**src/rtl/cpu_pkg.sv**
```systemverilog
// Shared core definitions: widths, NOP encoding, opcodes, fetch entry.
// Used by the fetch front end and its queue.
package cpu_pkg;

  localparam int INSTR_W = 32;
  localparam logic [INSTR_W-1:0] NOP_INSTR = 32'h00000020;

  typedef enum logic [5:0] {
    ALUOP = 6'h00,
    BEQ   = 6'h04,
    LW    = 6'h23,
    SW    = 6'h2B
  } opcode_e;

  typedef struct packed {
    logic [INSTR_W-1:0] instr;
    logic [31:0]        pc;
  } fetch_t;

  function automatic logic [31:0] word_align(input logic [31:0] a);
    return {a[31:2], 2'b00};
  endfunction

endpackage

```
**src/rtl/if_sync_fifo.sv**
```systemverilog
// In-order fetch queue: registered storage, head read from the array,
// synchronous clear that beats push and pop.
module if_sync_fifo
  import cpu_pkg::*;
#(
  parameter int DEPTH = 4,
  localparam int AW = $clog2(DEPTH),
  localparam int CW = AW + 1
) (
  input  logic          clock,
  input  logic          reset_n,
  input  logic          clear,
  input  logic          push,
  input  fetch_t        wdata,
  input  logic          pop,
  output fetch_t        head,
  output logic [CW-1:0] count,
  output logic          empty
);

  fetch_t mem [DEPTH];
  logic [AW-1:0] rd_ptr;
  logic [AW-1:0] wr_ptr;
  logic do_pop;

  assign empty  = (count == '0);
  assign do_pop = pop && !empty;
  assign head   = mem[rd_ptr];

  // pointers and occupancy
  always_ff @(posedge clock or negedge reset_n) begin
    if (!reset_n) begin
      rd_ptr <= '0;
      wr_ptr <= '0;
      count  <= '0;
    end else if (clear) begin
      rd_ptr <= '0;
      wr_ptr <= '0;
      count  <= '0;
    end else begin
      if (push) wr_ptr <= wr_ptr + AW'(1);
      if (do_pop) rd_ptr <= rd_ptr + AW'(1);
      count <= count + CW'(push) - CW'(do_pop);
    end
  end

  // entry storage, no reset needed: empty masks stale contents
  always_ff @(posedge clock) begin
    if (push && !clear) mem[wr_ptr] <= wdata;
  end

endmodule

```
**src/rtl/if_fetch_queue.sv**
```systemverilog
// Fetch front end: sequential PC generation, imem request/response
// tracking, redirect flush. Option macro: IF_PERF_CNT_EN.
module if_fetch_queue
  import cpu_pkg::*;
#(
  parameter int          DEPTH           = 4,
  parameter int          MAX_OUTSTANDING = 2,
  parameter logic [31:0] RESET_PC        = 32'h00000000
) (
  input  logic               clock,
  input  logic               reset_n,
  output logic               imem_req_valid,
  input  logic               imem_req_ready,
  output logic [31:0]        imem_addr,
  input  logic               imem_rsp_valid,
  input  logic [INSTR_W-1:0] imem_rsp_data,
  output logic               ifid_valid,
  input  logic               ifid_ready,
  output logic [INSTR_W-1:0] ifid_instr,
  output logic [31:0]        ifid_pc,
  input  logic               redirect_valid,
  input  logic [31:0]        redirect_pc
`ifdef IF_PERF_CNT_EN
  ,
  output logic [31:0]        perf_fetched,
  output logic [31:0]        perf_dropped,
  output logic [31:0]        perf_empty_stall
`endif
);

  localparam int CW = $clog2(DEPTH) + 1;
  localparam int OW = $clog2(MAX_OUTSTANDING + 1);

  logic [31:0]   fetch_pc;
  logic [31:0]   rsp_pc;
  logic [OW-1:0] outstanding;
  logic [OW-1:0] drop_cnt;
  logic [OW-1:0] out_nxt;
  logic [CW-1:0] q_count;
  logic          q_empty;
  fetch_t        q_head;
  fetch_t        q_wdata;
  logic          acc;
  logic          rsp_ok;
  logic          dropping;
  logic          push;
  logic          pop;
  logic [31:0]   tgt;

  assign tgt      = word_align(redirect_pc);
  assign acc      = imem_req_valid && imem_req_ready;
  assign rsp_ok   = imem_rsp_valid && (outstanding != '0);
  assign dropping = (drop_cnt != '0);
  assign push     = rsp_ok && !dropping && !redirect_valid;
  assign pop      = ifid_valid && ifid_ready && !redirect_valid;
  assign out_nxt  = outstanding + OW'(acc) - OW'(rsp_ok);

  // space check counts dropped responses too, so push never hits full
  assign imem_req_valid = !redirect_valid
    && (outstanding < OW'(MAX_OUTSTANDING))
    && ((int'(q_count) + int'(outstanding)) < DEPTH);
  assign imem_addr = fetch_pc;

  assign q_wdata.instr = imem_rsp_data;
  assign q_wdata.pc    = rsp_pc;

  assign ifid_valid = !q_empty;
  assign ifid_instr = ifid_valid ? q_head.instr : NOP_INSTR;
  assign ifid_pc    = ifid_valid ? q_head.pc : 32'h0;

  if_sync_fifo #(.DEPTH(DEPTH)) u_fifo (
    .clock   (clock),
    .reset_n (reset_n),
    .clear   (redirect_valid),
    .push    (push),
    .wdata   (q_wdata),
    .pop     (pop),
    .head    (q_head),
    .count   (q_count),
    .empty   (q_empty)
  );

  // PCs, in-flight count and drop budget for squashed responses
  always_ff @(posedge clock or negedge reset_n) begin
    if (!reset_n) begin
      fetch_pc    <= RESET_PC;
      rsp_pc      <= RESET_PC;
      outstanding <= '0;
      drop_cnt    <= '0;
    end else begin
      outstanding <= out_nxt;
      if (redirect_valid) begin
        fetch_pc <= tgt;
        rsp_pc   <= tgt;
        drop_cnt <= out_nxt;
      end else begin
        if (acc) fetch_pc <= fetch_pc + 32'd4;
        if (rsp_ok && dropping) drop_cnt <= drop_cnt - OW'(1);
        if (push) rsp_pc <= rsp_pc + 32'd4;
      end
    end
  end

  a_push_full : assert property (@(posedge clock) disable iff (!reset_n)
    !(push && q_count == CW'(DEPTH)));

  a_push_idle : assert property (@(posedge clock) disable iff (!reset_n)
    !(push && outstanding == '0));

`ifdef IF_PERF_CNT_EN
  // saturating event counters
  always_ff @(posedge clock or negedge reset_n) begin
    if (!reset_n) begin
      perf_fetched     <= '0;
      perf_dropped     <= '0;
      perf_empty_stall <= '0;
    end else begin
      if (push && perf_fetched != '1)
        perf_fetched <= perf_fetched + 32'd1;
      if (rsp_ok && !push && perf_dropped != '1)
        perf_dropped <= perf_dropped + 32'd1;
      if (ifid_ready && !ifid_valid && perf_empty_stall != '1)
        perf_empty_stall <= perf_empty_stall + 32'd1;
    end
  end
`endif

endmodule
```
**config.mk**
```make
export PLATFORM = sky130hd
export DESIGN_NAME = if_fetch_queue
export DESIGN_NICKNAME = d
export VERILOG_FILES = /design/src/rtl/cpu_pkg.sv /design/src/rtl/if_sync_fifo.sv /design/src/rtl/if_fetch_queue.sv
export SDC_FILE = /design/constraint.sdc
export NUM_CORES = 1
export LEC_CHECK = 0
export BUFFER_PORTS_ARGS = -buffer_cell sky130_fd_sc_hd__buf_2
export CORE_ASPECT_RATIO = 1.1
export CORE_MARGIN = 2
export CORE_UTILIZATION = 55
export DETAILED_ROUTE_END_ITERATION = 8
export PLACE_DENSITY = 0.8
export SYNTH_ARGS = -nofsm -noshare
export SYNTH_HDL_FRONTEND = slang
export SYNTH_SLANG_ARGS = --single-unit
```
**constraint.sdc**
```tcl
create_clock -name clock -period 3.95 [get_ports clock]
set_input_delay 0.79 -clock clock [delete_from_list [all_inputs] [get_ports clock]]
set_output_delay 0.79 -clock clock [all_outputs]
set_load 0.01 [all_outputs]
```
==> run metrics <==
Ports 168; worst min-delay path category in2async; Root Driver clkbuf_16; Cell variety after synth 46; Arrival @ worst endpoint 2.46 ns; Crit path required time 3.16 ns; Die Area 25,600 um^2; CTS Sinks 319; Final Instance Area 15,700 um^2; Routed Antenna Nets 0; Leakage 5.66 nW; yosys warns 0; DR WL/cell 19.9 um; Synth top area share 55.5%; initial core utilization 56.2%; Critical Path Start Type register; Most used DFF post-synth edfxtp_1; Longest Clk Path Bufs 3; GRT Total Usage 20.6%; setup tns final 0 ns; dpl ws 1.01 ns; worst vdd rail ir drop 289 uV; Post-synth ARST share 22.3%; synth top area cells edfxtp_1 56%, dfrtp_1 13%, mux4_2 10%, and2_1 3.1%, xor2_1 2.9%; CTS tree yes; Pre-antenna DRT Iters 4; Mapped Avg Cell Area 16.8 um^2; initial antenna violation count 1; max cap viols 0; Final setup viols 0; fmax 308 MHz; Total Routed Length 25.9 mm; CTS-repair resized insts 0; fillers 1,683; commonest cells in the netlist 248 x edfxtp_1, 71 x dfrtp_1, 67 x and2_1; initial drt markers 421; Final Max Slew Viols 0; core box area 23,800 um^2; relative slew slack 23.3%; CTS Hold Bufs 0; worst slew pin tran 1.14 ns; n_diodes 0; setup ws final 0.699 ns; Nets 1,057; largest net degree at the start of global routing 65; cell with the most instances after synthesis edfxtp_1; status complete, no violations; P&R area growth vs syn 17.2%; largest area contributor in the netlist edfxtp_1; Die W 153 um; Worst Path Max Fanout 27; Mapped Area 13,400 um^2; layout cell share with drive strength beyond 1 31.7%; TritonCTS Buffers 34; cell row count 59; final count of hold timing violations 0; Sequential Area 9230 um^2; RD Place Congestion 0.762; grt ovf 0; total setup buffers inserted after CTS 0; #FFs+latches synth 319; detailed-placement wirelength estimate 16.0 mm; CP Class reg2out; Final min period 3.25 ns; sequential element share of the synthesized area 68.8%; cell count after synthesis 800; final period utilization 82.3%; Via density 5.62; CTS H-tree depth 2; DRC 0; Worst-path clk slew 0.06 ns; final core utilization 65.9%; Die Span Y 168 um; Fin Clk Skew 0.0144 ns; first-pass GRT wire length 41.4 mm; RSZ-0062 raised after global routing false; CP endpoint kind output port; Worst-Skew Late Latency 0.50 ns; vias 7,325; number of synthesized flops with an enable pin 248; Pwr per Cell Area 603 nW/um^2; area of the multi-input gates 3980 um^2; vias in the first global route 7,502; DP Area 14,600 um^2; # port buffers 161
-- metal layers --
layer | vias up | share of wire, % | GRT usage, %
li1 | 3387 | - | -
met1 | 3681 | 43 | 28.7
met2 | 213 | 49 | 34.1
met3 | 44 | 5.2 | 3.76
met4 | 0 | 2.2 | 5.43
met5 | - | 0 | 0
-- report_power, final --
| part | switching (mW) | total (mW) | internal, mW |
|---|---|---|---|
| Clock | 1.24 | 3.18 | 1.94 |
| Combinational | 1.10 | 2.15 | 1.05 |
| Sequential | 0.270 | 4.14 | 3.87 |
-- placed cells by master (no fill, tap or decap), types with 23 or more instances in the layout --
cell type and count:
and2_1 63, buf_2 161, clkbuf_16 37, dfrtp_1 69
edfxtp_1 248, mux4_2 62, nand2_1 30, nand3_1 27
nand4_1 25, nor2_1 23, xor2_1 45
-- sequential cells by signal (all words and copies together), names as in the netlist --
register and count:
u_fifo.mem 248, drop_cnt 2, u_fifo.rd_ptr 2, outstanding 2, rsp_pc 30, u_fifo.wr_ptr 2, imem_addr 30, u_fifo.count 3
-- cells by family after synthesis --
kind of cell,Yosys count,share of synthesized area [%]
flops,319,68.8
simple gates,219,9.41
mux,79,11.8
xor+xnor,64,4.18
compound gates,54,2.85
buf+inv,51,1.67
fa+ha+maj,13,1.27
other cells,1,0.0280
-- worst max-delay path, stage by stage (launching register included) --
cell,delay (ns)
dfrtp_4,0.78
buf_4,0.33
mux4_2,0.52
and2_1,0.18
buf_2,0.14
-- path summary, 6_finish.rpt --
check | startpoint | to | slack [ns] | depth (start not counted)
worst min-delay path | reset_n | imem_addr[24] | 0.33 | 1
worst max register to register | outstanding[1] | drop_cnt[1] | 1.19 | 11
min in group clock | imem_rsp_data[0] | u_fifo.mem[1][32] | 0.51 | 1
worst max-delay path | u_fifo.rd_ptr[0] | ifid_instr[0] | 0.70 | 4
max in group asynchronous | reset_n | u_fifo.rd_ptr[0] | 2.84 | 2
worst min register to register | rsp_pc[30] | u_fifo.mem[1][30] | 0.55 | 0
-- final cells by class --
cell class | count | share of cell area, %
clock buffer | 44 | 6.18
multi-input combinational | 433 | 25.3
tap | 305 | 2.43
timing repair buffer | 173 | 5.94
inverter | 13 | 0.310
sequential | 319 | 58.7
clock inverter | 17 | 1.09
-- through the flow --
step / hold slack (ns) / total power, mW / std cells
5_1_grt: 0.383 / 9.93 / 1304
6_report: 0.332 / 9.47 / 1304
3_5_place_dp: 0.550 / 6.40 / 1243
3_3_place_gp: 0.541 / 6.35 / 1243
2_1_floorplan: 0.494 / 5.59 / 803
4_1_cts: 0.347 / 9.59 / 1304
Note: power is estimated with default switching activity, not from simulation.
